==> config.mk <==
export PLATFORM = sky130hd
export DESIGN_NAME = reg_file
export DESIGN_NICKNAME = d
export VERILOG_FILES = /design/src/rtl/reg_file.sv
export SDC_FILE = /design/constraint.sdc
export NUM_CORES = 2
export LEC_CHECK = 0
export CAP_MARGIN = 20
export CORE_MARGIN = 3
export CORE_UTILIZATION = 39
export DETAILED_ROUTE_END_ITERATION = 16
export PLACE_DENSITY = 0.62
export SKIP_LAST_GASP = 1
export SYNTH_ARGS = -nofsm -noshare
export SYNTH_HDL_FRONTEND = slang
export SYNTH_SLANG_ARGS = --single-unit
export TNS_END_PERCENT = 50
==> constraint.sdc <==
create_clock -name clk -period 2.6 [get_ports clk]
set_input_delay 0.52 -clock clk [delete_from_list [all_inputs] [get_ports clk]]
set_output_delay 0.52 -clock clk [all_outputs]
set_load 0.02 [all_outputs]
==> src/rtl/reg_file.sv <==
// rtl/reg_file.sv - 32x32 RV32I integer register file, two async read ports, one sync write port
module reg_file #(
    parameter int DATA_WIDTH = 32,
    parameter int ADDR_WIDTH = 5
) (
    input  logic                  clk,
    input  logic                  rst_n,
    input  logic                  RegWrite,
    input  logic [ADDR_WIDTH-1:0] A1,
    input  logic [ADDR_WIDTH-1:0] A2,
    input  logic [ADDR_WIDTH-1:0] A3,
    input  logic [DATA_WIDTH-1:0] WD3,
    output logic [DATA_WIDTH-1:0] RD1,
    output logic [DATA_WIDTH-1:0] RD2
);

    localparam int DEPTH = 2 ** ADDR_WIDTH;

    // Entry 0 exists only so every index is in range; it is cleared by
    // reset, never written, and masked on both read ports.
    logic [DATA_WIDTH-1:0] r_regs [DEPTH];

    logic w_wr_en;
    logic w_rd1_zero;
    logic w_rd2_zero;

    // A write to x0 is dropped here so the storage never sees it.
    assign w_wr_en = RegWrite && (A3 != '0);

    // Force zero for x0 and while reset is held, independent of storage
    // timing, so the ports fall to zero in the same delta as rst_n.
    assign w_rd1_zero = !rst_n || (A1 == '0);
    assign w_rd2_zero = !rst_n || (A2 == '0);

    // Storage: asynchronous clear of every entry, otherwise one write per edge.
    always_ff @(posedge clk or negedge rst_n) begin
        if (!rst_n) begin
            for (int i = 0; i < DEPTH; i++) begin
                r_regs[i] <= '0;
            end
        end else if (w_wr_en) begin
            r_regs[A3] <= WD3;
        end
    end

    // Read ports: purely combinational, no bypass; a same-index write shows
    // up on RD right after the edge that stores it.
    always_comb begin
        RD1 = w_rd1_zero ? '0 : r_regs[A1];
        RD2 = w_rd2_zero ? '0 : r_regs[A2];
    end

    // An unknown write enable would corrupt architectural state silently.
    a_regwrite_known : assert property (
        @(posedge clk) disable iff (!rst_n) !$isunknown(RegWrite)
    );

endmodule

==> flow_summary.json <==
{
  "first_iter_violations": 4411,
  "final_area_mm2": 0.0673,
  "min_period_ns": 3.32,
  "synth_top_area_frac": 0.470,
  "top_register": "r_regs",
  "drt_wl_total_um": 199000,
  "initial_core_util": 0.394,
  "clkPwrFrac": 0.343,
  "vdd_drop_max_mv": 0.547,
  "maxCapViolations": 0,
  "seq_area_frac_synth": 0.470,
  "grt_pass1_wl_um": 287000,
  "ys_seq_elements": 1024,
  "grtUsageTotal": 0.270,
  "crit_arrival_ns": 2.80,
  "startpoint_type": "flip-flop",
  "overflow": 0,
  "routedWlPerCell_um": 31.3,
  "numCtsBuffers": 113,
  "timing.slew.headroom": 0.348,
  "power_frac_seq": 0.443,
  "post-dp-hpwl_um": 135000,
  "gp_congestion": 0.909,
  "nets": 4462,
  "p_int_mw": 34.4,
  "cts_tree": "built",
  "synth_area_leaders": "dfrtp_1 (47%), mux2_2 (20%), mux4_2 (10%), mux2i_1 (9.5%), a22oi_1 (2.7%)",
  "vias": 39200,
  "r2r-start": "r_regs[831]",
  "maxSlewViolCount": 0,
  "htree_levels": 3,
  "rsz0062_at_grt": "true",
  "largest_reg_flops": 1024,
  "max_stage_delay_ns": 0.54,
  "area_growth_pct": 23.4,
  "cts-root-buf": "clkbuf_16",
  "place_area_mm2": 0.0626,
  "yosysTopAreaCell": "dfrtp_1",
  "reg2regPathDepth": 2,
  "reg2reg_slack_ns": 1.69,
  "clkSlewWorstSetupHoldPaths_ns": 0.06,
  "fmax_mhz": 301,
  "hold_viol": 0,
  "r2r_end": "r_regs[831]",
  "leakage_nw": 30.3,
  "critPathSlowestCell": "mux4_2",
  "synthFlopType": "dfrtp_1",
  "critPathCapture": "RD1[31]",
  "insertion_delay_ns": 0.73,
  "status": "finished with violations",
  "syn-num-nets": 4087,
  "hold_class": "in2async",
  "worstPathCellList": "mux4_2 > a22o_1 > a31oi_2 > nand4_1 > buf_6 > buf_12",
  "async_reset_ff_frac": 1.00,
  "routed_via_density": 6.16,
  "drc": 0,
  "cp.required_ns": 2.08,
  "netlist_area_mm2": 0.0545,
  "drive_gt1_frac": 0.486,
  "antenna_found_initial": 11,
  "endpoint_kind": "output pin",
  "ant_nets": 0,
  "grt_pass1_vias": 39500,
  "switchingPower_mw": 13.7,
  "setup_ws_ns": -0.720,
  "p_per_area_mw_per_mm2": 716,
  "syn_inst": 4037,
  "first_pass_iters": 6,
  "clock-sinks": 1024,
  "crit_start": "r_regs[671]",
  "placement.io_buffers": 113,
  "pin_count": 114,
  "combPwrFrac": 0.214,
  "core-area_mm2": 0.138,
  "critPathKind": "reg2out",
  "violations": "setup timing",
  "ys_types": 36,
  "fp.dieArea_mm2": 0.144,
  "final_util": 0.487,
  "syn_avg_cell_area_um2": 13.5,
  "timing.final.crit_share": 1.28,
  "crit_fanout": 3,
  "dieWidth_um": 380,
  "clockBufferDepth": 3,
  "num_rows": 136,
  "synth_edf_count": 0,
  "p_sw_frac": 0.285,
  "yosys_warnings": 0,
  "top_regs": "r_regs x1024",
  "clock_skew_ns": 0,
  "grt_max_degree": 171,
  "dieHeight_um": 380,
  "setup-violations-final": 64,
  "max_slew.worst_pin.slew_ns": 0.979
}
## cells in the final DEF, fill, tap and decap left out, drive strengths merged, types with 7 or more instances in the layout
cell type      instances
mux2i                517
nand2                118
buf                  669
a22oi                196
nor2b                 11
nand4                 65
dfrtp               1024
a22o                  61
clkdlybuf4s50         38
clkinvlp               8
nand3                151
mux4                 253
a21oi                 65
a31oi                 62
and2                   7
clkbuf               174
nor2                  22
bufinv                 7
mux2                 993
clkinv                20
## critical path: cells and delay by family (launching register included)
| family | cells | cell delay [ns] |
|---|---|---|
| buffers and inverters | 2 | 0.39 |
| DFF | 1 | 0.39 |
| AOI/OAI and AO/OA | 2 | 0.41 |
| and+or+nand+nor | 1 | 0.32 |
| muxes | 1 | 0.54 |
## cells by family after synthesis
logic type	count (synthesis)	synth area share
mux	1763	0.405
flops	1024	0.470
buf+inv	459	0.0374
simple gates	403	0.0373
compound gates	388	0.0505
## repair_timing
action / CTS / global route
buffers inserted: 2 / 33
pin swaps: 46 / 51
gates cloned: 1 / 1
hold buffers: 1 / 0
setup endpoints to repair: 64 / 64
endpoints found under the hold margin: 2 / 0
gates resized for setup: 141 / 102
## how the worst min path moves through the flow
stage                      start            to  slack (ns)  cells after the start
floorplan                  rst_n     r_regs[0]        0.22                      0
global placement    r_regs[1020]  r_regs[1020]        0.37                      0
detailed placement  r_regs[1020]  r_regs[1020]        0.37                      0
CTS                        rst_n   r_regs[139]        0.09                      3
global route               rst_n   r_regs[139]        0.16                      3
finish                     rst_n   r_regs[139]        0.11                      3
## power groups by stage
stage / sequential [mW] / clock (mW) / combinational (mW)
6_report: 21.3 / 16.5 / 10.3
5_1_grt: 21.7 / 17.3 / 11.0
4_1_cts: 21.2 / 16.7 / 10.1
3_5_place_dp: 21.5 / 0 / 10.0
3_3_place_gp: 21.3 / 0 / 9.86
2_1_floorplan: 20.7 / 0 / 6.66
## through the flow
step	TNS [ns]	hold WS [ns]	instances	total power, mW	setup slack, ns
after global placement	-64.74	0.375	6124	31.1	-1.22
after detailed placement	-63.14	0.368	6124	31.5	-1.20
after CTS	-34.67	0.0865	6335	48.0	-0.730
after global routing	-31.71	0.157	6369	50.0	-0.726
final	-28.91	0.110	6371	48.2	-0.720
after floorplan	-1.14	0.224	4037	27.3	-0.0513
## area by class of cell
type	instances	area (µm²)
Antenna cell	2	5.00
Clock buffer	172	3390
Clock inverter	37	407
Fill cell	12100	70900
Multi-Input combinational cell	2554	27500
Sequential cell	1024	25600
Tap cell	1863	2330
Timing Repair Buffer	719	8000
## per-layer routing
layer / share of wire / wire length (µm) / global-route usage
met1: 0.42 / 83900 / 0.374
met2: 0.45 / 90300 / 0.416
met3: 0.080 / 15900 / 0.0498
met4: 0.046 / 9240 / 0.115
met5: 0.00018 / 36 / 0
## Yosys cell counts, drive strengths merged (11+ instances only)
| library cell | instances |
|---|---|
| nand3 | 151 |
| nor2 | 22 |
| dfrtp | 1024 |
| buf | 221 |
| a22o | 61 |
| clkbuf | 238 |
| mux4 | 253 |
| mux2i | 517 |
| a21oi | 65 |
| nand4 | 65 |
| nand2 | 118 |
| a31oi | 62 |
| nor2b | 11 |
| mux2 | 993 |
| a22oi | 196 |
Note: power is estimated with default switching activity, not from simulation.
